[src/rtl/vga_timing_pkg.sv]
`default_nettype none
// ============================================================================
// Module   : vga_timing_pkg
// Purpose  : Default raster timing for the VGA pixel address generator.
//            The defaults describe 640x480 timing clocked 4x faster than the
//            pixel clock, with a 128x96 source image upscaled 20x horizontally
//            and 5x vertically.
// Contents : Timing localparams and a width helper.
// Revision : 1.0 - initial release
// ============================================================================
package vga_timing_pkg;

  localparam int C_H_TOTAL  = 3200;
  localparam int C_H_SYNC   = 384;
  localparam int C_H_BP     = 192;
  localparam int C_H_SCALE  = 20;
  localparam int C_IMG_W    = 128;
  localparam int C_V_TOTAL  = 521;
  localparam int C_V_SYNC   = 2;
  localparam int C_V_BP     = 29;
  localparam int C_V_SCALE  = 5;
  localparam int C_IMG_H    = 96;
  localparam int C_SYNC_POL = 0;

  // Bit width needed to hold 0..n-1, never less than one bit.
  function automatic int clog2_min1(input int n);
    return (n < 2) ? 1 : $clog2(n);
  endfunction

endpackage
`default_nettype wire

[src/rtl/scaled_axis_counter.sv]
`default_nettype none
// ============================================================================
// Module   : scaled_axis_counter
// Purpose  : One axis of the upscaler. A prescaler counts SCALE steps per
//            source coordinate; the coordinate runs 0..LEN-1. Both are held at
//            zero while the axis window is closed.
// Ports    : clk, rst_n          - clock, asynchronous active-low reset
//            step_i              - one step of the raw axis counter
//            window_active_i     - window state of the position being stepped to
//            coord_o             - registered source coordinate
//            advance_o           - this step moves coord_o to the next value
// Revision : 1.0 - initial release
// ============================================================================
module scaled_axis_counter
  import vga_timing_pkg::*;
#(
  parameter int SCALE = 1,
  parameter int LEN   = 2
) (
  input  logic                         clk,
  input  logic                         rst_n,
  input  logic                         step_i,
  input  logic                         window_active_i,
  output logic [clog2_min1(LEN)-1:0]   coord_o,
  output logic                         advance_o
);

  localparam int DW = clog2_min1(SCALE);
  localparam int CW = clog2_min1(LEN);
  localparam logic [DW-1:0] DIV_LAST   = DW'(SCALE - 1);
  localparam logic [CW-1:0] COORD_LAST = CW'(LEN - 1);

  logic [DW-1:0] div_q, div_d;
  logic [CW-1:0] coord_q, coord_d;
  logic          win_q, win_d;

  always_comb begin
    div_d     = div_q;
    coord_d   = coord_q;
    win_d     = win_q;
    advance_o = 1'b0;
    if (step_i) begin
      win_d = window_active_i;
      // Entering the window always starts at coordinate 0, prescaler 0;
      // win_q distinguishes entry from the last prescale step (SCALE=1).
      if (!window_active_i || !win_q) begin
        div_d   = '0;
        coord_d = '0;
      end else if (div_q == DIV_LAST) begin
        div_d     = '0;
        advance_o = 1'b1;
        coord_d   = (coord_q == COORD_LAST) ? '0 : coord_q + 1'b1;
      end else begin
        div_d = div_q + 1'b1;
      end
    end
  end

  always_ff @(posedge clk or negedge rst_n) begin
    if (!rst_n) begin
      div_q   <= '0;
      coord_q <= '0;
      win_q   <= 1'b0;
    end else begin
      div_q   <= div_d;
      coord_q <= coord_d;
      win_q   <= win_d;
    end
  end

  assign coord_o = coord_q;

endmodule
`default_nettype wire

[src/rtl/vga_pixel_addr_gen.sv]
`default_nettype none
// ============================================================================
// Module   : vga_pixel_addr_gen
// Purpose  : VGA raster timing plus source-image address generation for an
//            upscaled image read from a synchronous ROM/RAM.
// Ports    : clk, rst_n          - clock, asynchronous active-low reset
//            en_i                - count enable; low freezes everything
//            hsync_o, vsync_o    - syncs, active level set by SYNC_POL
//            h_count_o, v_count_o- raw raster counters
//            display_en_o        - inside both display windows
//            pixel_x_o, pixel_y_o- source column / row
//            pixel_addr_o        - pixel_y*IMG_W + pixel_x
//            line_end_o          - h_count == H_TOTAL-1
//            frame_start_o       - h_count == 0 and v_count == 0
// Revision : 1.0 - initial release
// ============================================================================
module vga_pixel_addr_gen
  import vga_timing_pkg::*;
#(
  parameter int H_TOTAL  = C_H_TOTAL,
  parameter int H_SYNC   = C_H_SYNC,
  parameter int H_BP     = C_H_BP,
  parameter int H_SCALE  = C_H_SCALE,
  parameter int IMG_W    = C_IMG_W,
  parameter int V_TOTAL  = C_V_TOTAL,
  parameter int V_SYNC   = C_V_SYNC,
  parameter int V_BP     = C_V_BP,
  parameter int V_SCALE  = C_V_SCALE,
  parameter int IMG_H    = C_IMG_H,
  parameter int SYNC_POL = C_SYNC_POL
) (
  input  logic                                   clk,
  input  logic                                   rst_n,
  input  logic                                   en_i,
  output logic                                   hsync_o,
  output logic                                   vsync_o,
  output logic [clog2_min1(H_TOTAL)-1:0]         h_count_o,
  output logic [clog2_min1(V_TOTAL)-1:0]         v_count_o,
  output logic                                   display_en_o,
  output logic [clog2_min1(IMG_W)-1:0]           pixel_x_o,
  output logic [clog2_min1(IMG_H)-1:0]           pixel_y_o,
  output logic [clog2_min1(IMG_W*IMG_H)-1:0]     pixel_addr_o,
  output logic                                   line_end_o,
  output logic                                   frame_start_o
);

  localparam int HW = clog2_min1(H_TOTAL);
  localparam int VW = clog2_min1(V_TOTAL);
  localparam int AW = clog2_min1(IMG_W * IMG_H);

  localparam int H_DISP_START = H_SYNC + H_BP;
  localparam int H_DISP_END   = H_DISP_START + IMG_W * H_SCALE;
  localparam int V_DISP_START = V_SYNC + V_BP;
  localparam int V_DISP_END   = V_DISP_START + IMG_H * V_SCALE;

  localparam logic [HW-1:0] H_LAST   = HW'(H_TOTAL - 1);
  localparam logic [VW-1:0] V_LAST   = VW'(V_TOTAL - 1);
  localparam logic [AW-1:0] ROW_STEP = AW'(IMG_W);
  localparam logic          SYNC_ACT = (SYNC_POL != 0);

  logic [HW-1:0] h_q, h_d;
  logic [VW-1:0] v_q, v_d;
  logic          hsync_q, hsync_d;
  logic          vsync_q, vsync_d;
  logic          disp_q, disp_d;
  logic          line_end_q, line_end_d;
  logic          frame_start_q, frame_start_d;
  logic [AW-1:0] row_base_q, row_base_d;
  logic [AW-1:0] addr_q, addr_d;

  logic          w_h_wrap;
  logic          w_v_wrap;
  logic          w_h_win_d;
  logic          w_v_win_d;
  logic          w_h_adv;
  logic          w_v_adv;

  // Every registered output is derived from the next counter values so that
  // all outputs describe the same raster position as h_count/v_count.
  always_comb begin
    w_h_wrap = (h_q == H_LAST);
    w_v_wrap = (v_q == V_LAST);
    h_d      = w_h_wrap ? '0 : h_q + 1'b1;
    v_d      = v_q;
    if (w_h_wrap) begin
      v_d = w_v_wrap ? '0 : v_q + 1'b1;
    end

    w_h_win_d = (int'(h_d) >= H_DISP_START) && (int'(h_d) < H_DISP_END);
    w_v_win_d = (int'(v_d) >= V_DISP_START) && (int'(v_d) < V_DISP_END);
    disp_d    = w_h_win_d && w_v_win_d;

    hsync_d       = (int'(h_d) < H_SYNC) ? SYNC_ACT : ~SYNC_ACT;
    vsync_d       = (int'(v_d) < V_SYNC) ? SYNC_ACT : ~SYNC_ACT;
    line_end_d    = (h_d == H_LAST);
    frame_start_d = (h_d == '0) && (v_d == '0);
  end

  // Row base only moves on line boundaries, when the V axis advances.
  always_comb begin
    row_base_d = row_base_q;
    if (!w_v_win_d) begin
      row_base_d = '0;
    end else if (w_v_adv) begin
      row_base_d = row_base_q + ROW_STEP;
    end

    addr_d = addr_q;
    if (!disp_d) begin
      addr_d = '0;
    end else if (!disp_q) begin
      addr_d = row_base_d;
    end else if (w_h_adv) begin
      addr_d = addr_q + 1'b1;
    end
  end

  // Horizontal axis is gated by the full display window so pixel_x stays 0
  // during vertical blanking as well.
  scaled_axis_counter #(
    .SCALE (H_SCALE),
    .LEN   (IMG_W)
  ) u_h_axis (
    .clk             (clk),
    .rst_n           (rst_n),
    .step_i          (en_i),
    .window_active_i (disp_d),
    .coord_o         (pixel_x_o),
    .advance_o       (w_h_adv)
  );

  scaled_axis_counter #(
    .SCALE (V_SCALE),
    .LEN   (IMG_H)
  ) u_v_axis (
    .clk             (clk),
    .rst_n           (rst_n),
    .step_i          (en_i && w_h_wrap),
    .window_active_i (w_v_win_d),
    .coord_o         (pixel_y_o),
    .advance_o       (w_v_adv)
  );

  always_ff @(posedge clk or negedge rst_n) begin
    if (!rst_n) begin
      h_q           <= '0;
      v_q           <= '0;
      hsync_q       <= ~SYNC_ACT;
      vsync_q       <= ~SYNC_ACT;
      disp_q        <= 1'b0;
      line_end_q    <= 1'b0;
      frame_start_q <= 1'b0;
      row_base_q    <= '0;
      addr_q        <= '0;
    end else if (en_i) begin
      h_q           <= h_d;
      v_q           <= v_d;
      hsync_q       <= hsync_d;
      vsync_q       <= vsync_d;
      disp_q        <= disp_d;
      line_end_q    <= line_end_d;
      frame_start_q <= frame_start_d;
      row_base_q    <= row_base_d;
      addr_q        <= addr_d;
    end
  end

  assign hsync_o       = hsync_q;
  assign vsync_o       = vsync_q;
  assign h_count_o     = h_q;
  assign v_count_o     = v_q;
  assign display_en_o  = disp_q;
  assign pixel_addr_o  = addr_q;
  assign line_end_o    = line_end_q;
  assign frame_start_o = frame_start_q;

endmodule
`default_nettype wire
[config.mk]
export PLATFORM = sky130hd
export DESIGN_NAME = vga_pixel_addr_gen
export DESIGN_NICKNAME = d
export VERILOG_FILES = /design/src/rtl/vga_timing_pkg.sv /design/src/rtl/scaled_axis_counter.sv /design/src/rtl/vga_pixel_addr_gen.sv
export SDC_FILE = /design/constraint.sdc
export NUM_CORES = 1
export LEC_CHECK = 0
export ABC_AREA = 1
export CAP_MARGIN = 20
export CORE_MARGIN = 8
export CORE_UTILIZATION = 35
export CTS_BUF_LIST = sky130_fd_sc_hd__clkbuf_8
export DETAILED_ROUTE_END_ITERATION = 10
export SLEW_MARGIN = 5
export SYNTH_ARGS = -nofsm -noshare
export SYNTH_HDL_FRONTEND = slang
export SYNTH_HIERARCHICAL = 1
export SYNTH_SLANG_ARGS = --single-unit
export TNS_END_PERCENT = 100
[constraint.sdc]
create_clock -name clk -period 4.2 [get_ports clk]
set_clock_uncertainty 0.2 [all_clocks]
set_input_delay 0.84 -clock clk [delete_from_list [all_inputs] [get_ports clk]]
set_output_delay 0.84 -clock clk [all_outputs]
set_load 0.05 [all_outputs]
Word level (Yosys, flattened, before mapping)
Cells that the tools add are included.
Widths: inputs -> output; s select.
{ "word_totals": {"word_cells": 80, "output_inout_bits": 55, "in_bits": 3, "ff_bits": 78} }
{ "op_classes": {"mux": 26, "n_addsub": 8, "magnitude_cmp": 6, "n_eq_ne": 8, "n_reduce_logical": 18} }
{ "op_table": {"columns": ["operator", "n"], "rows": [
  ["$mux 14", 5],
  ["$mux 7", 6],
  ["$eq 12x12->1 const B", 2],
  ["$mux 10", 2],
  ["$add 14x1->14 const B", 1],
  ["$add 14x8->14 const B", 1],
  ["$add 7x1->7 const B", 2],
  ["$eq 7x7->1 const B", 2],
  ["$add 12x1->12 const B", 1],
  ["$ge 12x10->1 const B", 1],
  ["$logic_not 12->1", 1],
  ["$lt 12x12->1 const B", 1],
  ["$lt 12x9->1 const B", 1],
  ["$mux 12", 1],
  ["$add 10x1->10 const B", 1],
  ["$eq 10x10->1 const B", 1],
  ["$ge 10x5->1 const B", 1],
  ["$logic_not 10->1", 1],
  ["$lt 10x2->1 const B", 1],
  ["$lt 10x9->1 const B", 1],
  ["$mux 5", 2],
  ["$mux 1", 8],
  ["$mux 3", 2],
  ["$reduce_and 2->1", 3],
  ["9 further kinds", 18]
]} }

Logic depth before layout (Yosys ltp)
Gate-level depths: netlist of run 1.
{ "depth": {"ltp_word": 13, "mapped_depth": 25, "ltp_nobuf": 24} }

By module
Netlist of run 1, hierarchy kept.
{ "by_module_without_submodules": {"columns": ["module", "cells_per_inst", "area_per_inst_um2", "n_inst"], "rows": [
  ["vga_pixel_addr_gen", 526, 3787.4, 1],
  ["scaled_axis_counter at u_h_axis", 82, 693.2, 1],
  ["scaled_axis_counter at u_v_axis", 77, 595.6, 1]
]} }

Worst setup path after synthesis of run 1
No wires, ideal clock.
{ "synth_timing": {"path_kind": "register to register", "startpoint": "register h_q[1] (netlist: h_count_o[1])", "endpoint": "register addr_q[13] (netlist: pixel_addr_o[13])", "t_arrival_ns": 3.522, "setup_slack_ns": 0.404, "stages_incl_launch_ff": 24, "period_less_slack_ns": 3.796, "n_path_buf": 0, "t_required_ns": 3.926, "path_cell_list": "dfrtp_1 ha_1 nand3_2 nor2_2 nand3_2 inv_2 nand2_1 nor2_1 nand2_1 o211ai_2 nand2_4 nor2_8 nand3_1 nor2_1 inv_1 nor3_1 and2_1 nand3_1 xor2_1 inv_1 nand4_1 nand2_1 nand2_1 o21ai_2"} }
{ "synth_via": {"elab_chain_len": 12, "word_cells_on_any_way": 26} }
{ "synth_rtl": {"columns": ["item", "line_no", "rtl"], "rows": [
  ["from (decl)", "vga_pixel_addr_gen.sv:61", "logic [HW-1:0] h_q, h_d;"],
  ["from (signal assigned)", "vga_pixel_addr_gen.sv:146", "h_q <= '0;"],
  ["from (signal assigned)", "vga_pixel_addr_gen.sv:156", "h_q <= h_d;"],
  ["$eq 12x12->1 *", "vga_pixel_addr_gen.sv:81", "w_h_wrap = (h_q == H_LAST);"],
  ["$mux 10 *", "vga_pixel_addr_gen.sv:85", "if (w_h_wrap) begin"],
  ["$ge 10x5->1 / $lt 10x9->1 (equally long branches)", "vga_pixel_addr_gen.sv:90", "w_v_win_d = (int'(v_d) >= V_DISP_START) && (int'(v_d) < V_DISP_END);"],
  ["$logic_and 1x1->1 *", "vga_pixel_addr_gen.sv:90", null],
  ["named net w_v_win_d", "vga_pixel_addr_gen.sv:74", "logic w_v_win_d;"],
  ["$logic_not 1->1 *", "scaled_axis_counter.sv:46", "if (!window_active_i || !win_q) begin"],
  ["$logic_or 1x1->1 *", "scaled_axis_counter.sv:46", null],
  ["$mux 1 *", "scaled_axis_counter.sv:46", null],
  ["$mux 1 *", "scaled_axis_counter.sv:42", "if (step_i) begin"],
  ["named net w_v_adv", "vga_pixel_addr_gen.sv:76", "logic w_v_adv;"],
  ["$mux 14 *", "vga_pixel_addr_gen.sv:104", "end else if (w_v_adv) begin"],
  ["$mux 14 *", "vga_pixel_addr_gen.sv:102", "if (!w_v_win_d) begin"],
  ["$mux 14 *", "vga_pixel_addr_gen.sv:111", "end else if (!disp_q) begin"],
  ["$mux 14 *", "vga_pixel_addr_gen.sv:109", "if (!disp_d) begin"],
  ["to (signal assigned)", "vga_pixel_addr_gen.sv:164", "addr_q <= addr_d;"],
  ["to (decl)", "vga_pixel_addr_gen.sv:69", "logic [AW-1:0] addr_q, addr_d;"]
]} }
The timed path passes the listed nets; every way through them passes the cells marked *.
A chain may end at the register's enable or synchronous reset.

Final worst setup path of run 1
{ "layout_timing": {"startpoint": "register h_q[1] (netlist: h_count_o[1])", "endpoint": "register addr_q[12] (netlist: pixel_addr_o[12])"} }
The elaborated chain is that of the path after synthesis.

==> results_dict.tcl, run 1 <==
set metrics [dict create \
    outcome "completed" \
    grt_pass1_vias 4077 \
    antenna_found_initial 0 \
    cts_setup_buffers 0 \
    period_share_pct 91.2 \
    drt_first_pass_iters 4 \
    cts.sinks 79 \
    port_buffers 57 \
    end_kind "register" \
    timing.critical_path.mode_cell "nand2_1" \
    worstPathRequired_ps 4290 \
    postCtsResizedCells 0 \
    ff2ff_path_depth 18 \
    fin_nets 756 \
    cts_tree "done" \
    startpoint_type "register" \
    p_switching_w 0.00102 \
    fmax_mhz 261 \
    ant_nets 0 \
    period_minus_slack_ps 3830 \
    core_area_um2 14400 \
    clk_pin_slew_ps 80 \
    final_util_pct 41.9 \
    ys.flop_type "dfrtp_1" \
    avgRoutedWirePerCell_um 13.0 \
    synth_top_area_share_pct 38.0 \
    wl_um 12100 \
    setup_viol 0 \
    dieArea_um2 18600 \
    p_seq_share_pct 40.1 \
    ys_top_cells_by_area "dfrtp_1, nand2_1, inv_1, nor2_1, nand3_1" \
    ios 58 \
    syn_to_final_growth_pct 18.6 \
    r2r_end "pixel_addr_o[12]$_DFFE_PN0P_" \
    yosysUniqueCellTypes 42 \
    peakVddDrop_mv 0.171 \
    die_x_um 136 \
    synth-seq-cells 79 \
    switching_share_pct 42.7 \
    rows 44 \
    clk_latency_ps 360 \
    gp_congestion 0.867 \
    drc_errors 0 \
    cp_slowest_cell "o211ai_2" \
    slew_headroom_pct 52.2 \
    r2r_slack_ps 370 \
    n_antenna_cell 0 \
    critical_path_class "register to register" \
    fin_setup_tns_ps 0 \
    internal_power_w 0.00137 \
    die_h_um 136 \
    power_density_nw_per_um2 398 \
    power_frac_comb_pct 36.4 \
    grt_max_degree 80 \
    grt-ovfl-total 0 \
    synth_edf_count 0 \
    cts_max_path_buffers 2 \
    worstMarginPinSlew_ps 714 \
    critPathMaxStageDelay_ps 640 \
    synth.avg_cell_area_um2 7.41 \
    htreeDepth 3 \
    yosysWarnings 6 \
    synth_area_leader_cell "dfrtp_1" \
    grt_pass1_wl_um 20200 \
    hold_path.class "input pin to async pin" \
    synth_cells 685 \
    critPathBufInv 1 \
    worstPathMaxFanout 13 \
    p_leak_nw 2.85 \
    async_reset_ff_share_pct 100 \
    timing.rr.start "h_count_o[1]$_DFFE_PN0P_" \
    synth.yosys.seq_area_share_pct 39.0 \
    power_frac_clock_pct 23.5 \
    grt_usage_pct 13.4 \
    initial_core_util_pct 35.3 \
    path_cells "ha_1 -> nand3_2 -> nor2_2 -> nand3_2 -> o211ai_2 -> nand2_4 -> nor2_8 -> nand3_1 -> nor2_1 -> inv_1 -> nor3_1 -> nand2_1 -> nor2_1 -> xor2_1 -> nand4_1 -> nand2_1 -> nand2_1 -> o21ai_2" \
    cts-root-buf "clkbuf_8" \
    cap_violations 0 \
    critPathArrivalTime_ps 3920 \
    rsz0062_at_grt "false" \
    dp_hpwl_um 8830 \
    syn_area_um2 5080 \
    synth_fp_nets 699 \
    dr.first_iter.drc_count 290 \
    hold_viol_final 0 \
    cts_buffers 9 \
    drv_slew 0 \
    drive_above_1_share_pct 12.4 \
    holdWs_ps 249 \
    cp_top_family "simple AND/OR/NAND/NOR gates" \
    num_vias 4497 \
    vias_per_cell 4.83 \
    hold_buffers 0 \
]
## placed cells by master (no fill, tap or decap), types with 4 or more instances in the layout
cell               n
o21bai_1           4
nand4_1           18
clkdlybuf4s50_1   56
nor2_1            60
nand2_2           11
nand3_2            6
nor2_4             5
nand3_1           43
o21ai_2           15
nand2_1          215
a21oi_1           14
nand2_4            7
clkbuf_8           9
or2_2              4
dfrtp_1           77
o21ai_1           12
xor2_1            13
ha_1              11
o21ai_0           39
inv_1             74
buf_4              5
nor3_1             5
inv_2              8
## final cells by class
class,instances,area [µm²]
clock buffer,9,124
clock inverter,7,65.1
fill,1439,8350
inverter,83,312
multi-input combinational,507,2690
sequential,79,1980
tap,184,230
timing repair buffer,62,618
## Yosys cell counts (5+ instances only)
master / number
nand2_1: 215
inv_1: 73
xor2_1: 13
clkbuf_1: 7
ha_1: 11
nand3_2: 6
dfrtp_1: 77
o21ai_2: 15
nand2_4: 7
nand3_1: 43
o21ai_1: 12
a21oi_1: 14
nand4_1: 18
nand2_2: 11
nor3_1: 5
nor2_4: 5
inv_2: 8
o21ai_0: 39
nor2_1: 60
## kinds of logic (layout without fill, tap and decap cells)
kind of cell	Yosys count	after routing	share of synthesized area (%)
AO/OA/AOI/OAI	92	92	11.1
XOR/XNOR	15	15	2.59
adder cells (fa/ha/maj)	11	11	2.71
buffers and inverters	99	161	7.94
flip-flops	79	79	39.0
AND/OR/NAND/NOR	389	389	36.6
## state kept, by name, indices dropped and copies added, names as in the netlist
register and flops:
display_en_o 1, line_end_o 1, u_h_axis/div_q 5, u_h_axis/win_q 1, v_count_o 10, u_h_axis/coord_o 7
vsync_o 1, row_base_q 14, u_v_axis/div_q 3, u_v_axis/coord_o 7, hsync_o 1, frame_start_o 1
h_count_o 12, u_v_axis/win_q 1, pixel_addr_o 14
## power by group through the flow
stage | Clock, W | Combinational (W) | Sequential, W
floorplan | 0 | 0.000414 | 0.00117
global placement | 0 | 0.000874 | 0.000972
detailed placement | 0 | 0.000878 | 0.000975
CTS | 0.000586 | 0.000881 | 0.000961
global route | 0.000618 | 0.000957 | 0.000977
finish | 0.000563 | 0.000874 | 0.000961
## worst max path at each step
stage / cells past startpoint / start / slack [ps] / to
after global placement: 23 / h_count_o[1]$_DFFE_PN0P_ / 580 / pixel_addr_o[13]$_DFFE_PN0P_
final: 18 / h_count_o[1]$_DFFE_PN0P_ / 370 / pixel_addr_o[12]$_DFFE_PN0P_
after global routing: 22 / h_count_o[1]$_DFFE_PN0P_ / 40 / pixel_addr_o[12]$_DFFE_PN0P_
after floorplan: 23 / h_count_o[1]$_DFFE_PN0P_ / 400 / pixel_addr_o[13]$_DFFE_PN0P_
after CTS: 18 / h_count_o[1]$_DFFE_PN0P_ / 360 / pixel_addr_o[12]$_DFFE_PN0P_
after detailed placement: 18 / h_count_o[1]$_DFFE_PN0P_ / 390 / pixel_addr_o[12]$_DFFE_PN0P_
## metrics by stage
step	cell area (µm²)	power [W]	std cells	worst slack [ps]
floorplan	5080	0.00158	685	404
global placement	5810	0.00185	914	584
detailed placement	5810	0.00185	914	386
CTS	6000	0.00243	930	361
global route	6020	0.00255	931	43.0
finish	6020	0.00240	931	368
## routing by layer
| metal | up-vias | part of all wire (%) | GRT usage [%] |
|---|---|---|---|
| met1 | 2102 | 49 | 18.2 |
| met4 | 0 | 1.3 | 4.88 |
| met3 | 10 | 3.5 | 2.77 |
| met2 | 69 | 46 | 20.6 |
| met5 | - | 0 | 0 |
| li1 | 2316 | - | - |
Power figures use the tool's default switching activity.
==> run 2, diff against run 1 <==
--- a/config.mk
+++ b/config.mk
@@ -11,6 +11,7 @@
 export CORE_UTILIZATION = 35
 export CTS_BUF_LIST = sky130_fd_sc_hd__clkbuf_8
 export DETAILED_ROUTE_END_ITERATION = 10
+export PLACE_DENSITY = 0.56
 export SLEW_MARGIN = 5
 export SYNTH_ARGS = -nofsm -noshare
 export SYNTH_HDL_FRONTEND = slang
==> run 2 against run 1 <==
Sequential power about the same. Critical path depth grew 4. Worst hold slack gained 26 ps. First-iteration DRC count decreased by 3.1%. Via count is 1.1% lower.
==> results_dict.tcl, run 2 (same netlist as run 1, synthesis figures left out) <==
set metrics [dict create \
    outcome "completed" \
    drt_first_pass_iters 4 \
    power_frac_clock_pct 22.3 \
    holdCritStartpoint "u_h_axis/win_q$_DFFE_PN0P_" \
    total_power_w 0.00236 \
    die_h_um 136 \
    peakVddDrop_mv 0.211 \
    worstPathRequired_ps 4290 \
    period_share_pct 88.3 \
    hold_path.class "register to register" \
    timing.rr.start "h_count_o[1]$_DFFE_PN0P_" \
    fmax_mhz 270 \
    dr.first_iter.drc_count 281 \
    setup_viol 0 \
    hold_buffers 0 \
    mostFrequentLayoutCells "nand2_1, dfrtp_1, inv_1" \
    core_area_um2 14400 \
    vias_per_cell 4.78 \
    multiInputGateArea_um2 2700 \
    cts_setup_buffers 0 \
    ios 58 \
    holdWs_ps 275 \
    clk_pin_slew_ps 80 \
    critical_path_class "register to register" \
    cap_violations 0 \
    num_vias 4447 \
    power_density_nw_per_um2 393 \
    wl_um 12100 \
    dieArea_um2 18600 \
    gp_congestion 0.846 \
    final_util_pct 41.8 \
    fillers 1460 \
    htreeDepth 3 \
    internal_power_w 0.00135 \
    cts-root-buf "clkbuf_8" \
    drv_slew 0 \
    p_switching_w 0.00101 \
    ant_nets 0 \
    initial_core_util_pct 35.3 \
    critical_path.startpoint "h_count_o[1]$_DFFE_PN0P_" \
    ff2ff_path_depth 22 \
    hold_viol_final 0 \
    avgRoutedWirePerCell_um 13.0 \
    grt-ovfl-total 0 \
    setup_slack_ps 490 \
    grt_pass1_vias 4194 \
    die_x_um 136 \
    end_kind "register" \
    startpoint_type "register" \
    p_leak_nw 2.84 \
    rsz0062_at_grt "false" \
    syn_to_final_growth_pct 18.2 \
    whs_path_depth 2 \
    cts_tree "done" \
    grt_max_degree 71 \
    slew_headroom_pct 40.0 \
    cts_max_path_buffers 2 \
    n_antenna_cell 0 \
    worstMarginPinSlew_ps 900 \
    port_buffers 57 \
    fin_nets 756 \
    rows 44 \
    antenna_found_initial 0 \
    grt_pass1_wl_um 20500 \
    drive_above_1_share_pct 12.4 \
    switching_share_pct 43.0 \
    cts_buffers 9 \
    dp_hpwl_um 8830 \
    critPathArrivalTime_ps 3800 \
    p_seq_share_pct 40.7 \
    fin_setup_tns_ps 0 \
    cts.sinks 79 \
    drc_errors 0 \
    postCtsResizedCells 0 \
    grt_usage_pct 13.7 \
    worstPathMaxFanout 13 \
    seq_area_um2 1980 \
    clk_latency_ps 360 \
    final_common_cell "nand2_1" \
    period_minus_slack_ps 3710 \
    pre_cts_slack_ps 423 \
    power_frac_comb_pct 37.0 \
]
-- run 2: cell count changes in the layout (fill, tap and decap cells not counted), sizes merged --
cell      change
clkinvlp      +1
bufinv        -1
clkinv        -3
clkbuf        +2
inv           +1
-- run 2: per-stage QoR --
step	cell area (µm²)	instances
detailed placement	5820	915
global route	6000	931
finish	6000	931
global placement	5820	915
floorplan	5080	685
CTS	6000	931
-- run 2: final cells by class --
class / instances / share of cell area (%)
multi-input cells: 507 / 44.9
clock inverters: 5 / 0.459
repair buffers: 62 / 10.1
flip-flops and latches: 79 / 33.0
well taps: 184 / 3.84
clock buffers: 11 / 2.52
inverters: 83 / 5.19
-- run 2: per-layer routing --
metal  GRT usage, %  vias up  share of wire, %
met5              0        -                 0
li1               -     2315                 -
met2           21.5       53                47
met3           2.59       11               3.2
met1           17.9     2068                48
met4           6.47        0               1.8
-- run 2: final timing paths --
kind / to / slack, ps
max in group asynchronous: row_base_q[8]$_DFFE_PN0P_ / 2700
min in group asynchronous: h_count_o[3]$_DFFE_PN0P_ / 400
setup / recovery: pixel_addr_o[12]$_DFFE_PN0P_ / 490
setup reg to reg: pixel_addr_o[12]$_DFFE_PN0P_ / 490
hold / removal: u_h_axis/win_q$_DFFE_PN0P_ / 280
hold reg to reg: u_h_axis/win_q$_DFFE_PN0P_ / 280
-- run 2: critical path, cell delays in order, from the launching register on --
cell,delay (ps)
dfrtp_1,420
ha_2,270
nand3_2,130
inv_2,150
nand3_4,180
nand2_1,120
o21ai_2,110
nand2_1,90
nor2_1,50
nand3_2,240
nand2_4,100
nor2_8,200
nand3_1,100
nor2_1,140
inv_1,80
nor3_1,270
nand2_1,100
nor2_1,130
xor2_1,150
nand4_1,120
nand2_1,90
nand2_1,70
o21ai_2,100
-- run 2: power by group through the flow --
stage,sequential (W),clock (W),combinational (W)
final,0.000960,0.000526,0.000874
after global routing,0.000979,0.000582,0.000956
after CTS,0.000960,0.000559,0.000886
after detailed placement,0.000976,0,0.000882
after global placement,0.000972,0,0.000881
after floorplan,0.00117,0,0.000414
